`config.mk`:
```
export PLATFORM = sky130hd
export DESIGN_NAME = sc_sobol_mul_seq
export DESIGN_NICKNAME = d
export VERILOG_FILES = /design/src/rtl/sc_pkg.sv /design/src/rtl/sc_sobol_seq_gen.sv /design/src/rtl/sc_sobol_mul_seq.sv
export SDC_FILE = /design/constraint.sdc
export NUM_CORES = 1
export LEC_CHECK = 0
export CAP_MARGIN = 20
export CORE_MARGIN = 5
export CORE_UTILIZATION = 58
export CTS_BUF_LIST = sky130_fd_sc_hd__clkbuf_16
export CTS_CLUSTER_DIAMETER = 40
export DETAILED_ROUTE_END_ITERATION = 7
export GPL_TIMING_DRIVEN = 0
export PLACE_DENSITY = 0.84
export SYNTH_ARGS = -nofsm -noshare
export SYNTH_HDL_FRONTEND = slang
export SYNTH_SLANG_ARGS = --single-unit
```
`constraint.sdc`:
```
create_clock -name clk -period 3.6 [get_ports clk]
set_input_delay 0.36 -clock clk [delete_from_list [all_inputs] [get_ports clk]]
set_output_delay 0.36 -clock clk [all_outputs]
set_load 0.02 [all_outputs]
```
`src/rtl/sc_pkg.sv`:
```
// Shared types and helpers for the stochastic-computing Sobol multiplier.
package sc_pkg;

    typedef enum logic [1:0] {
        IDLE,
        RUN,
        DONE
    } sc_state_e;

    // Index of the lowest zero bit; 32 when every bit is set.
    function automatic int unsigned lowest_zero(input logic [31:0] idx);
        int unsigned c;
        c = 32;
        for (int i = 31; i >= 0; i--) begin
            if (!idx[i]) c = i;
        end
        return c;
    endfunction

    // Dimension-1 Sobol direction vector. Out-of-range c yields 0, so the
    // all-ones index at the end of a period leaves the sequence unchanged.
    function automatic logic [31:0] sobol_dir(input int unsigned c, input int unsigned log_len);
        if (c < log_len) return 32'd1 << (log_len - 1 - c);
        return 32'd0;
    endfunction

endpackage

```
`src/rtl/sc_sobol_seq_gen.sv`:
```
// Shared bit-index counter and Gray-code Sobol sequence generator.
module sc_sobol_seq_gen
    import sc_pkg::*;
#(
    parameter int LOG_LEN = 5
) (
    input  logic               clk,
    input  logic               rst_n,
    input  logic               clr,
    input  logic               step,
    output logic [LOG_LEN-1:0] idx,
    output logic [LOG_LEN-1:0] sob,
    output logic               last
);

    logic [LOG_LEN-1:0] idx_q, idx_d;
    logic [LOG_LEN-1:0] sob_q, sob_d;

    // Next index/Sobol point: clear on a new operation, advance one bit per step.
    always_comb begin
        idx_d = idx_q;
        sob_d = sob_q;
        if (clr) begin
            idx_d = '0;
            sob_d = '0;
        end else if (step) begin
            idx_d = idx_q + 1'b1;
            sob_d = sob_q ^ LOG_LEN'(sobol_dir(lowest_zero(32'(idx_q)), LOG_LEN));
        end
    end

    // Sequence state register.
    always_ff @(posedge clk or negedge rst_n) begin
        if (!rst_n) begin
            idx_q <= '0;
            sob_q <= '0;
        end else begin
            idx_q <= idx_d;
            sob_q <= sob_d;
        end
    end

    assign idx  = idx_q;
    assign sob  = sob_q;
    assign last = (idx_q == '1);

endmodule

```
`src/rtl/sc_sobol_mul_seq.sv`:
```
// Sequential multi-channel stochastic-computing multiplier.
// a-streams compare against a Gray-code Sobol sequence, b-streams against a
// ramp; the product is the ones count of a_bs & b_bs over 2^LOG_LEN cycles.
// Optional macro SC_BITSTREAM_OUT_EN exposes the per-cycle product bits.
module sc_sobol_mul_seq
    import sc_pkg::*;
#(
    parameter int LOG_LEN = 5,
    parameter int IN_W    = 6,
    parameter int NUM_CH  = 4
) (
    input  logic                          clk,
    input  logic                          rst_n,
    input  logic                          in_valid,
    output logic                          in_ready,
    input  logic [NUM_CH*IN_W-1:0]        a,
    input  logic [NUM_CH*IN_W-1:0]        b,
    output logic                          out_valid,
    input  logic                          out_ready,
    output logic [NUM_CH*(LOG_LEN+1)-1:0] prod
`ifdef SC_BITSTREAM_OUT_EN
    ,
    output logic                          bs_valid,
    output logic [NUM_CH-1:0]             bs_out
`endif
);

    localparam int PW = LOG_LEN + 1;

    sc_state_e state_q, state_d;
    logic accept, step, last;
    logic [LOG_LEN-1:0] idx, sob;
    logic [NUM_CH*IN_W-1:0] a_q, b_q;
    logic [NUM_CH-1:0][PW-1:0] acc_q, acc_d;
    logic [NUM_CH-1:0][PW-1:0] prod_q, prod_d;
    logic [NUM_CH-1:0] hit;

    sc_sobol_seq_gen #(.LOG_LEN(LOG_LEN)) u_seq (
        .clk   (clk),
        .rst_n (rst_n),
        .clr   (accept),
        .step  (step),
        .idx   (idx),
        .sob   (sob),
        .last  (last)
    );

    // FSM next state: accept in IDLE, one bit per RUN cycle, wait for consumer in DONE.
    always_comb begin
        state_d = state_q;
        accept  = 1'b0;
        step    = 1'b0;
        unique case (state_q)
            IDLE: if (in_valid) begin
                accept  = 1'b1;
                state_d = RUN;
            end
            RUN: begin
                step = 1'b1;
                if (last) state_d = DONE;
            end
            DONE: if (out_ready) state_d = IDLE;
            default: state_d = IDLE;
        endcase
    end

    // Product bits and accumulator/result next values for every channel.
    always_comb begin
        acc_d  = acc_q;
        prod_d = prod_q;
        hit    = '0;
        for (int k = 0; k < NUM_CH; k++) begin
            hit[k] = (a_q[k*IN_W +: IN_W] > IN_W'(sob)) && (b_q[k*IN_W +: IN_W] > IN_W'(idx));
            if (accept) acc_d[k] = '0;
            else if (step) acc_d[k] = acc_q[k] + PW'(hit[k]);
        end
        if (state_q == RUN && last) prod_d = acc_d;
    end

    // Control state and registered result.
    always_ff @(posedge clk or negedge rst_n) begin
        if (!rst_n) begin
            state_q <= IDLE;
            prod_q  <= '0;
        end else begin
            state_q <= state_d;
            prod_q  <= prod_d;
        end
    end

    // Operand latches and accumulators; always initialised by an accept before use.
    always_ff @(posedge clk) begin
        if (accept) begin
            a_q <= a;
            b_q <= b;
        end
        acc_q <= acc_d;
    end

    assign in_ready  = (state_q == IDLE);
    assign out_valid = (state_q == DONE);
    assign prod      = prod_q;

`ifdef SC_BITSTREAM_OUT_EN
    assign bs_valid = (state_q == RUN);
    assign bs_out   = (state_q == RUN) ? hit : '0;
`endif

endmodule
```
==> out/metrics.cfg, run 1 <==
[status]
status=completed

[placed_design]
placed_cells_incl_taps=617
placement.io_buffers=77
routabilityCongestion=0.827
post-dp-hpwl_um=7780

[sta]
timing.slew.headroom=0.450
slew_violations=0
fmax_mhz=372
tns_ns=0
fin_crit_sh=0.747
tightest_slew_ns=0.826
hold_viol=0
finalSetupViolCount=0
rsz0062_at_grt=false
min_period_ns=2.69
fin_skew_ns=0.00803

[route]
wl_per_cell_um=16.6
vias=3534
ant_nets=0
viasPerCell=5.58
wirelength_um=10500
first_pass_iters=4
drt-initial-drc-count=84
drc=0

[job]
max_cap_violations=0

[floorplan]
die_w_um=104
fp.dieH_um=104
initial_utilization=0.593
core_area_um2=8680
dieArea_um2=10900
io_pins=78
rows=34

[finish]
drive_gt1_frac=0.0952
final_cell_mix=76 x clkdlybuf4s50_1, 55 x nand2_1, 53 x ha_1
nets=625
fin_cells=633
seqCellArea_um2=2820
area_growth_pct=23.6
num-fill-cells=621
multi_input_area_um2=2160
num_antenna_cells=0
final_common_cell=clkdlybuf4s50_1

[critical_path]
critPathKind=register to register
end_kind=register
critical-path-max-stage-delay_ns=0.43
worstPathRequired_ns=3.86
crit_arrival_ns=2.95
crit_chain=inv_1, ha_1, and3_1, nand3_1, o211ai_1, a32oi_1, ha_1, and3_1, nand4_1, xor2_1, o31ai_2
worst_r2r_startpoint=u_seq.idx[1]
crit_start=u_seq.idx[1]
crit_buf_inv=1
crit_fanout=6
cp_slowest_cell=dfrtp_1
worst_setup_path_start_kind=register
path_delay_family=simple AND/OR/NAND/NOR gates

[clock_tree]
clock_path_buffers=2
cts_buffers=9
cts.sinks=108
cts-hold-fix-buffers=0
root_buffer=clkbuf_16
cts_setup_buffers=0
clkTransAtPathRegs_ns=0.07
postCtsResizedCells=0
clock_latency_ns=0.34
htreeDepth=3
cts_tree=built

[global_routing]
grt_pass1_wl_um=17700
grt_max_degree=37
grt_pass1_vias=3847
antenna_found_initial=0
grt_usage=0.200
grt-ovfl-total=0

[logic_synthesis]
synth_nets=536
synth-edff-count=48
yosysSeqAreaShare=0.549
synth_cell_types=46
yosysWarnings=0
syn_area_per_cell_um2=11.9
synth_area_um2=5150
ys_ff_latch=108
ys_async_sr_fraction=0.333
synth_cells=431
synth_flop_cell=edfxtp_1

[power_and_ir_drop]
pwr_density_cell_nw_per_um2=778
p_sw_frac=0.367
clockPowerShare=0.196
power_frac_comb=0.421
peakVddDrop_mv=0.364
power_frac_seq=0.383
p_leak_uw=0.00270
switching_power_uw=1820
p_int_uw=3130

[min_path]
hold_class=input port to asynchronous set/reset pin

## synth_stat cells (all sizes together), types with 12 or more instances
master	number	area share
nand2	57	0.044
ha	53	0.13
edfxtp	48	0.28
dfrtp	36	0.18
dfxtp	24	0.093
nor2	23	0.017
inv	22	0.016
o21ai	19	0.018
a21oi	18	0.018
xor2	14	0.024
nand3	13	0.015
buf	12	0.017
o31ai	12	0.021
## worst paths after layout
check / cells past startpoint / to / slack (ns)
hold reg to reg: 2 / acc_q[18] / 0.47
setup reg to reg: 11 / prod[23] / 0.91
max in group asynchronous: 1 / u_seq.idx[0] / 2.96
setup / recovery: 11 / prod[23] / 0.91
hold / removal: 1 / prod[21] / 0.11
min in group clk: 2 / acc_q[18] / 0.47
## state kept, by name, summed over array words and instances (netlist names)
name / count
b_q: 24
acc_q: 24
prod: 24
u_seq.idx: 5
state_q: 2
u_seq.sob: 5
a_q: 24
## final cells by class
type,count,share of cell area
timing repair buffer,78,0.124
tap,108,0.0212
sequential,108,0.444
buffer,12,0.0134
clock buffer,9,0.0354
multi-input combinational,289,0.339
clock inverter,7,0.0106
inverter,22,0.0130
## routing by layer
metal / share of wire / track usage / up-vias
li1: - / - / 1722
met1: 0.40 / 0.225 / 1698
met2: 0.52 / 0.362 / 96
met3: 0.056 / 0.0559 / 18
met4: 0.018 / 0.0666 / 0
met5: 0 / 0 / -
## cells by family (layout without fill, tap and decap cells)
kind of cell               Yosys count  in the layout  share of synthesized area
xor gates and xnor gates            23             23                     0.0391
and+or+nand+nor                    128            128                      0.127
DFF                                108            108                      0.549
AOI/OAI and AO/OA                   72             72                     0.0919
adders and majority gates           53             53                      0.129
muxes                               13             13                     0.0323
buffers and inverters               34            128                     0.0326
## stage by stage
step / hold WS, ns / instance area [um2] / worst slack, ns / utilization / total power (uW)
finish: 0.109 / 6360 / 0.912 / 0.733 / 4950
global route: 0.180 / 6360 / 0.723 / 0.733 / 5290
CTS: 0.136 / 6360 / 0.899 / 0.733 / 4970
detailed placement: 0.458 / 6070 / 0.916 / 0.699 / 3980
global placement: 0.447 / 6050 / 0.956 / 0.697 / 3820
floorplan: 0.0644 / 5150 / 1.30 / - / 3280
## power by group through the flow
stage / Clock, uW / Sequential, uW / Combinational, uW
after floorplan: 0 / 1960 / 1320
after global placement: 0 / 1890 / 1930
after detailed placement: 0 / 1910 / 2070
after CTS: 978 / 1890 / 2100
after global routing: 1020 / 1930 / 2330
final: 971 / 1890 / 2080
No activity file was read; power rests on OpenSTA's default activity.
==> run 2, diff against run 1 <==
--- a/config.mk
+++ b/config.mk
@@ -7,12 +7,12 @@
 export LEC_CHECK = 0
 export CAP_MARGIN = 20
 export CORE_MARGIN = 5
-export CORE_UTILIZATION = 58
+export CORE_UTILIZATION = 49
 export CTS_BUF_LIST = sky130_fd_sc_hd__clkbuf_16
 export CTS_CLUSTER_DIAMETER = 40
 export DETAILED_ROUTE_END_ITERATION = 7
 export GPL_TIMING_DRIVEN = 0
-export PLACE_DENSITY = 0.84
+export PLACE_DENSITY = 0.75
 export SYNTH_ARGS = -nofsm -noshare
 export SYNTH_HDL_FRONTEND = slang
 export SYNTH_SLANG_ARGS = --single-unit
==> constraint.sdc (replaced) <==
create_clock -name clk -period 2.4 [get_ports clk]
set_input_delay 0.24 -clock clk [delete_from_list [all_inputs] [get_ports clk]]
set_output_delay 0.24 -clock clk [all_outputs]
set_load 0.02 [all_outputs]
==> run 2 against run 1 <==
The run now ends with hold timing, setup timing left. Power increased by 66%. Worst hold slack worse by 0.12 ns. Global-route usage down 2.2 points. Via count is 2.3% higher. First-iteration DRC count is 79% higher. Critical path depth unchanged. Non-clock buffer count increased by 19. Die area grew 17%. Combinational power is 88% higher. Count of clock-buffer cells in the layout is 1 higher. Sequential power up 51%.
==> out/metrics.cfg, run 2 (same netlist as run 1, synthesis figures left out) <==
[critical_path]
crit_arrival_ns=2.67  ; was 2.95 ns
crit_chain=inv_4, ha_4, nor2b_1, o31ai_1, a21oi_2, o22a_1, ha_2, and3_4, nand4_1, xor2_1, o31ai_2  ; was inv_1, ha_1, and3_1, nand3_1, o211ai_1, a32oi_1, ha_1, and3_1, nand4_1, xor2_1, o31ai_2
critical-path-max-stage-delay_ns=0.41  ; was 0.43 ns
path_delay_family=compound AO/OA/AOI/OAI gates  ; was simple AND/OR/NAND/NOR gates
worstPathRequired_ns=2.64  ; was 3.86 ns
r2r_end=prod[17]  ; was prod[23]
crit_start=u_seq.sob[1]  ; was u_seq.idx[1]
crit_fanout=4  ; was 6
crit_buf_inv=1  ; unchanged
r2r_setup_slack_ns=-0.03  ; was 0.91 ns
worst_r2r_startpoint=u_seq.sob[1]  ; was u_seq.idx[1]
critPathKind=register to register  ; unchanged
r2r_cells=11  ; unchanged
cp_slowest_cell=dfrtp_1  ; unchanged
worst_setup_path_start_kind=register  ; unchanged
end_kind=register  ; unchanged
worstSetupPathDepth=11  ; unchanged

[sta]
whs_ns=-0.00786  ; was 0.109 ns
fmax_mhz=411  ; was 372 MHz
tns_ns=-0.0954  ; was 0 ns
hold_viol=23  ; was 0
finalSetupViolCount=4  ; was 0
min_period_ns=2.43  ; was 2.69 ns
tightest_slew_ns=0.836  ; was 0.826 ns
fin_skew_ns=0.00662  ; was 0.00803 ns
rsz0062_at_grt=true  ; was false
timing.slew.headroom=0.443  ; was 0.450
fin_crit_sh=1.01  ; was 0.747
slew_violations=0  ; unchanged
worst_slack_ns=-0.0340  ; was 0.912 ns

[global_routing]
grt_pass1_wl_um=17900  ; was 17,700 um
grt_max_degree=37  ; unchanged
grt_usage=0.178  ; was 0.200
grt-ovfl-total=0  ; unchanged
antenna_found_initial=0  ; unchanged
grt_pass1_vias=3769  ; was 3,847

[floorplan]
rows=37  ; was 34
core_area_um2=10300  ; was 8680 um2
io_pins=78  ; unchanged
initial_utilization=0.501  ; was 0.593
dieArea_um2=12700  ; was 10,900 um2
fp.dieH_um=112  ; was 104 um
die_w_um=112  ; was 104 um

[clock_tree]
clkTransAtPathRegs_ns=0.07  ; about the same
clock_path_buffers=2  ; unchanged
root_buffer=clkbuf_16  ; unchanged
cts_tree=built  ; unchanged
cts_buffers=9  ; unchanged
htreeDepth=3  ; unchanged
clock_latency_ns=0.35  ; was 0.34 ns
cts.sinks=108  ; unchanged

[power_and_ir_drop]
p_sw_frac=0.374  ; was 0.367
clockPowerShare=0.180  ; was 0.196
p_leak_uw=0.00281  ; was 0.00270 uW
peakVddDrop_mv=0.575  ; was 0.364 mV
p_int_uw=5150  ; was 3130 uW
power_frac_comb=0.474  ; was 0.421
switching_power_uw=3080  ; was 1820 uW
pwr_density_cell_nw_per_um2=1200  ; was 778 nW/um2
power_frac_seq=0.347  ; was 0.383

[route]
drt-initial-drc-count=150  ; was 84
viasPerCell=5.32  ; was 5.58
wl_per_cell_um=16.7  ; was 16.6 um
ant_nets=0  ; unchanged
drc=0  ; unchanged
first_pass_iters=4  ; unchanged
vias=3615  ; was 3,534
wirelength_um=11400  ; was 10,500 um

[finish]
nets=644  ; was 625
seqCellArea_um2=2830  ; was 2820 um2
drive_gt1_frac=0.217  ; was 0.0952
final_common_cell=clkdlybuf4s50_1  ; unchanged
num-fill-cells=737  ; was 621
num_antenna_cells=0  ; unchanged
final_cell_mix=76 x clkdlybuf4s50_1, 54 x nand2_1, 48 x edfxtp_1  ; was 76 x clkdlybuf4s50_1, 55 x nand2_1, 53 x ha_1
multi_input_area_um2=2470  ; was 2160 um2
area_growth_pct=33.7  ; was 23.6%

[min_path]
hold_class=input port to asynchronous set/reset pin  ; unchanged

[placed_design]
routabilityCongestion=0.784  ; was 0.827
placement.io_buffers=77  ; unchanged
post-dp-hpwl_um=7770  ; was 7780 um
place_worst_setup_slack_ns=-0.304  ; was 0.916 ns

[status]
status=finished with violations  ; was completed
violations=hold timing, setup timing

[job]
max_cap_violations=0  ; unchanged

## run 2: changes by cell type in the layout (fill, tap and decap cells not counted), sizes merged
| cell | before | now |
|---|---|---|
| buf | 14 | 33 |
| inv | 24 | 27 |
| clkinvlp | 2 | 0 |
| bufinv | 1 | 0 |
| clkbuf | 9 | 10 |
| clkinv | 2 | 1 |
## run 2: worst max path at each step
stage and endpoint:
6_report prod[17], 5_1_grt prod[17], 3_3_place_gp prod[23], 2_1_floorplan prod[4], 4_1_cts prod[23], 3_5_place_dp prod[23]
## run 2: routing by layer
| metal | global-route usage | part of all wire | vias to the layer above |
|---|---|---|---|
| met4 | 0.0657 | 0.024 | 0 |
| met2 | 0.320 | 0.52 | 97 |
| met5 | 0 | 0 | - |
| met3 | 0.0323 | 0.041 | 20 |
| li1 | - | - | 1762 |
| met1 | 0.211 | 0.41 | 1736 |
## run 2: area by class of cell
class                           instances  area share
Sequential cell                       108       0.411
Multi-Input combinational cell        289       0.359
Timing Repair Buffer                   97       0.137
Clock buffer                           10      0.0364
Tap cell                              136      0.0247
Inverter                               22      0.0127
Buffer                                 12      0.0124
Clock inverter                          6     0.00709
## run 2: through the flow
step	total power [uW]	utilization	cell area [um2]	cells	hold WS, ns
4_1_cts	7810	0.646	6640	675	0.00857
2_1_floorplan	4930	-	5150	431	-0.0556
3_3_place_gp	5750	0.592	6090	644	0.447
6_report	8230	0.670	6880	680	-0.00786
3_5_place_dp	5970	0.594	6100	645	0.383
5_1_grt	8780	0.670	6880	680	0.0687
## run 2: worst register-to-register path, stage by stage (launching register included)
cell     delay, ns
dfrtp_1       0.41
inv_4         0.12
ha_4          0.22
nor2b_1       0.13
o31ai_1       0.32
a21oi_2       0.13
o22a_1        0.22
ha_2          0.19
and3_4        0.19
nand4_1       0.10
xor2_1        0.22
o31ai_2       0.09
## run 2: repair_timing
| item | 4_1_cts | 5_1_grt |
|---|---|---|
| endpoints found under the setup margin | 33 | 25 |
| hold buffers | 0 | 0 |
| buffers inserted | 14 | 5 |
| resized for setup | 34 | 34 |
| pin swaps | 17 | 27 |
## run 2: power groups by stage
stage	combinational [uW]	sequential, uW	clock [uW]
floorplan	1980	2940	0
global placement	2920	2830	0
detailed placement	3110	2860	0
CTS	3500	2810	1500
global route	4290	2920	1570
finish	3900	2850	1480
==> run 3, diff against run 2 <==
--- a/config.mk
+++ b/config.mk
@@ -15,4 +15,5 @@
 export PLACE_DENSITY = 0.75
 export SYNTH_ARGS = -nofsm -noshare
 export SYNTH_HDL_FRONTEND = slang
+export SYNTH_HIERARCHICAL = 1
 export SYNTH_SLANG_ARGS = --single-unit
==> run 3 against run 2 <==
The run still ends with hold timing, setup timing left. Clock skew increased by 0.0044 ns. First-iteration DRC count increased by 32%. Final area increased by 4.2%. Non-clock buffer count increased by 1. Final cell count increased by 0.29%. Setup slack got worse by 0.25 ns. Highest routed layer unchanged. Maximum frequency decreased by 9.3%. Register-to-register slack got worse by 0.25 ns. Worst hold slack got worse by 0.011 ns. Largest cell class unchanged. Synthesized cell count increased by 0.46%.
==> out/metrics.cfg, run 3 <==
[status]
status=finished with violations  ; unchanged
violations=hold timing, setup timing  ; unchanged

[finish]
area_growth_pct=38.7  ; was 33.7%
drive_gt1_frac=0.273  ; was 0.217
final_common_cell=clkdlybuf4s50_1  ; unchanged
nets=646  ; was 644
fin_area_um2=7170  ; was 6880 um2
final_cell_mix=76 x clkdlybuf4s50_1, 48 x edfxtp_1, 47 x nand2_1  ; was 76 x clkdlybuf4s50_1, 54 x nand2_1, 48 x edfxtp_1
fin_util=0.694  ; was 0.670
num_antenna_cells=0  ; unchanged

[floorplan]
initial_utilization=0.501  ; about the same
rows=37  ; unchanged
io_pins=78  ; unchanged
core_area_um2=10300  ; about the same
die_w_um=113  ; was 112 um
fp.dieH_um=113  ; was 112 um
dieArea_um2=12700  ; about the same

[clock_tree]
clock_latency_ns=0.35  ; about the same
cts_buffers=9  ; unchanged
clkTransAtPathRegs_ns=0.08  ; was 0.07 ns
cts_tree=built  ; unchanged
clock_path_buffers=2  ; unchanged
root_buffer=clkbuf_16  ; unchanged
cts-hold-fix-buffers=0  ; unchanged
cts.sinks=108  ; unchanged
htreeDepth=3  ; unchanged

[sta]
rsz0062_at_grt=true  ; unchanged
timing.slew.headroom=0.452  ; was 0.443
worst_slack_ns=-0.283  ; was -0.0340 ns
tightest_slew_ns=0.823  ; was 0.836 ns
finalSetupViolCount=27  ; was 4
hold_viol=36  ; was 23
fin_crit_sh=1.12  ; was 1.01
slew_violations=0  ; unchanged
whs_ns=-0.0186  ; was -0.00786 ns
min_period_ns=2.68  ; was 2.43 ns
fmax_mhz=373  ; was 411 MHz
fin_skew_ns=0.0110  ; was 0.00662 ns

[power_and_ir_drop]
peakVddDrop_mv=0.613  ; was 0.575 mV
pwr_density_cell_nw_per_um2=1230  ; was 1200 nW/um2
p_leak_uw=0.00286  ; was 0.00281 uW

[logic_synthesis]
synth.top_cell.area_share=0.279  ; was 0.280
synth_area_um2=5170  ; was 5150 um2
synth_common_cells=53 x ha_1, 52 x nand2_1, 48 x edfxtp_1, 36 x dfrtp_1, 28 x nor2_1  ; was 55 x nand2_1, 53 x ha_1, 48 x edfxtp_1, 36 x dfrtp_1, 24 x dfxtp_1
ys_async_sr_fraction=0.333  ; unchanged
synthTopCellsByArea=edfxtp_1 28%, dfrtp_1 17%, ha_1 13%  ; was edfxtp_1 28%, dfrtp_1 18%, ha_1 13%
synth_cells=433  ; was 431
syn_area_per_cell_um2=11.9  ; about the same
synth_flop_cell=edfxtp_1  ; unchanged
synth_nets=538  ; was 536
yosysWarnings=6  ; was 0
yosys.area.top_type=edfxtp_1  ; unchanged
yosysSeqAreaShare=0.546  ; was 0.549
synth-edff-count=48  ; unchanged
ys_ff_latch=108  ; unchanged
synth_cell_types=52  ; was 46
synth.most_common_cell=ha_1  ; was nand2_1

[critical_path]
worst_setup_path_start_kind=register  ; unchanged
worstPathRequired_ns=2.66  ; was 2.64 ns
critical-path-max-stage-delay_ns=0.40  ; was 0.41 ns
cp_slowest_cell=dfrtp_1  ; unchanged
crit_arrival_ns=2.95  ; was 2.67 ns
crit_chain=inv_4, buf_12, ha_4, and3_4, a211oi_4, a32oi_2, o221a_2, ha_4, and3_4, nand4_1, xor2_2, o31ai_2  ; was inv_4, ha_4, nor2b_1, o31ai_1, a21oi_2, o22a_1, ha_2, and3_4, nand4_1, xor2_1, o31ai_2
critPathKind=register to register  ; unchanged
end_kind=register  ; unchanged
crit_fanout=4  ; unchanged

[placed_design]
post-dp-hpwl_um=7940  ; was 7770 um
routabilityCongestion=0.811  ; was 0.784
placement.io_buffers=77  ; unchanged
placed_cell_area_um2=6110  ; was 6100 um2

[route]
drc=0  ; unchanged
viasPerCell=5.48  ; was 5.32
ant_nets=0  ; unchanged
first_pass_iters=4  ; unchanged
wl_per_cell_um=19.5  ; was 16.7 um
drt-initial-drc-count=198  ; was 150
wirelength_um=13300  ; was 11,400 um
vias=3737  ; was 3,615

[global_routing]
antenna_found_initial=0  ; unchanged
grt-ovfl-total=0  ; unchanged
grt_max_degree=62  ; was 37
grt_pass1_vias=3775  ; was 3,769
grt_usage=0.183  ; was 0.178
grt_pass1_wl_um=18600  ; was 17,900 um

[min_path]
hold_class=input port to asynchronous set/reset pin  ; unchanged

[job]
max_cap_violations=0  ; unchanged

[run 3: cell types whose count changed after synthesis, moves of 5 or more]
cell       delta
a2111oi_0     +5
inv_1         +6
nand2b_1      +7
nand3_1       -6
nor2_1        +5
nor2b_1       -5
o21a_1        -5
o21ai_0       -6
o22ai_1       -5
o31ai_1       -5
[run 3: final timing paths]
| path | slack [ns] | endpoint | cells after the start | start |
|---|---|---|---|---|
| worst max-delay path | -0.28 | prod[5] | 12 | u_seq/sob[3] |
| worst min-delay path | -0.02 | prod[2] | 1 | rst_n |
| worst max register to register | -0.28 | prod[5] | 12 | u_seq/sob[3] |
| worst min register to register | 0.49 | prod[17] | 2 | prod[17] |
| max in group asynchronous | 1.84 | u_seq/idx[2] | 1 | rst_n |
| min in group clk | 0.44 | a_q[22] | 1 | a[22] |
[run 3: area by class of cell]
class | instances | area, um2
plain buffers | 13 | 104
clock buffers | 10 | 250
clock inverters | 6 | 62.6
fillers | 675 | 3150
inverters | 28 | 120
multi-input cells | 284 | 2700
flip-flops and latches | 108 | 2830
well taps | 136 | 170
repair buffers | 97 | 932
[run 3: per-stage QoR]
stage,instances,setup WS [ns],power [uW],TNS [ns],hold WS (ns)
global route,682,-0.360,9330,-5.70,0.0685
finish,682,-0.283,8830,-2.99,-0.0186
detailed placement,646,-0.612,6010,-16.74,0.386
floorplan,433,0.0151,4950,0,-0.0556
global placement,646,-0.555,5800,-12.22,0.447
CTS,668,-0.124,7880,-1.10,0.00814
[run 3: per-layer routing]
metal  routed length (um)  global-route usage
met1                 5260               0.226
met2                 6970               0.325
met4                  473              0.0617
met5                    0                   0
met3                  593              0.0305
[run 3: where the power goes]
part / leakage [uW] / internal [uW] / total, uW / switching (uW)
logic: 0.00161 / 2100 / 4370 / 2270
registers: 0.00109 / 2470 / 2920 / 451
clock network: 0.000153 / 797 / 1540 / 740
[run 3: cell families after synthesis]
group	Yosys count	share of synthesized area
muxes	11	0.0286
DFF	108	0.546
adders and majority gates	53	0.128
AOI/OAI and AO/OA	65	0.0872
and+or+nand+nor	126	0.121
buffers and inverters	41	0.0400
xor gates and xnor gates	29	0.0492
[run 3: critical path, delay by kind of cell (launching register included)]
kind            cells  cell delay (ns)
simple gates        3             0.55
compound gates      4             0.82
flops               1             0.40
xor+xnor            1             0.20
buf+inv             2             0.21
fa+ha+maj           2             0.42
[run 3: what timing repair did]
item | CTS | global route
pin swaps | 15 | 39
buffers inserted | 6 | 14
endpoints found under the setup margin | 51 | 35
resized for setup | 42 | 70
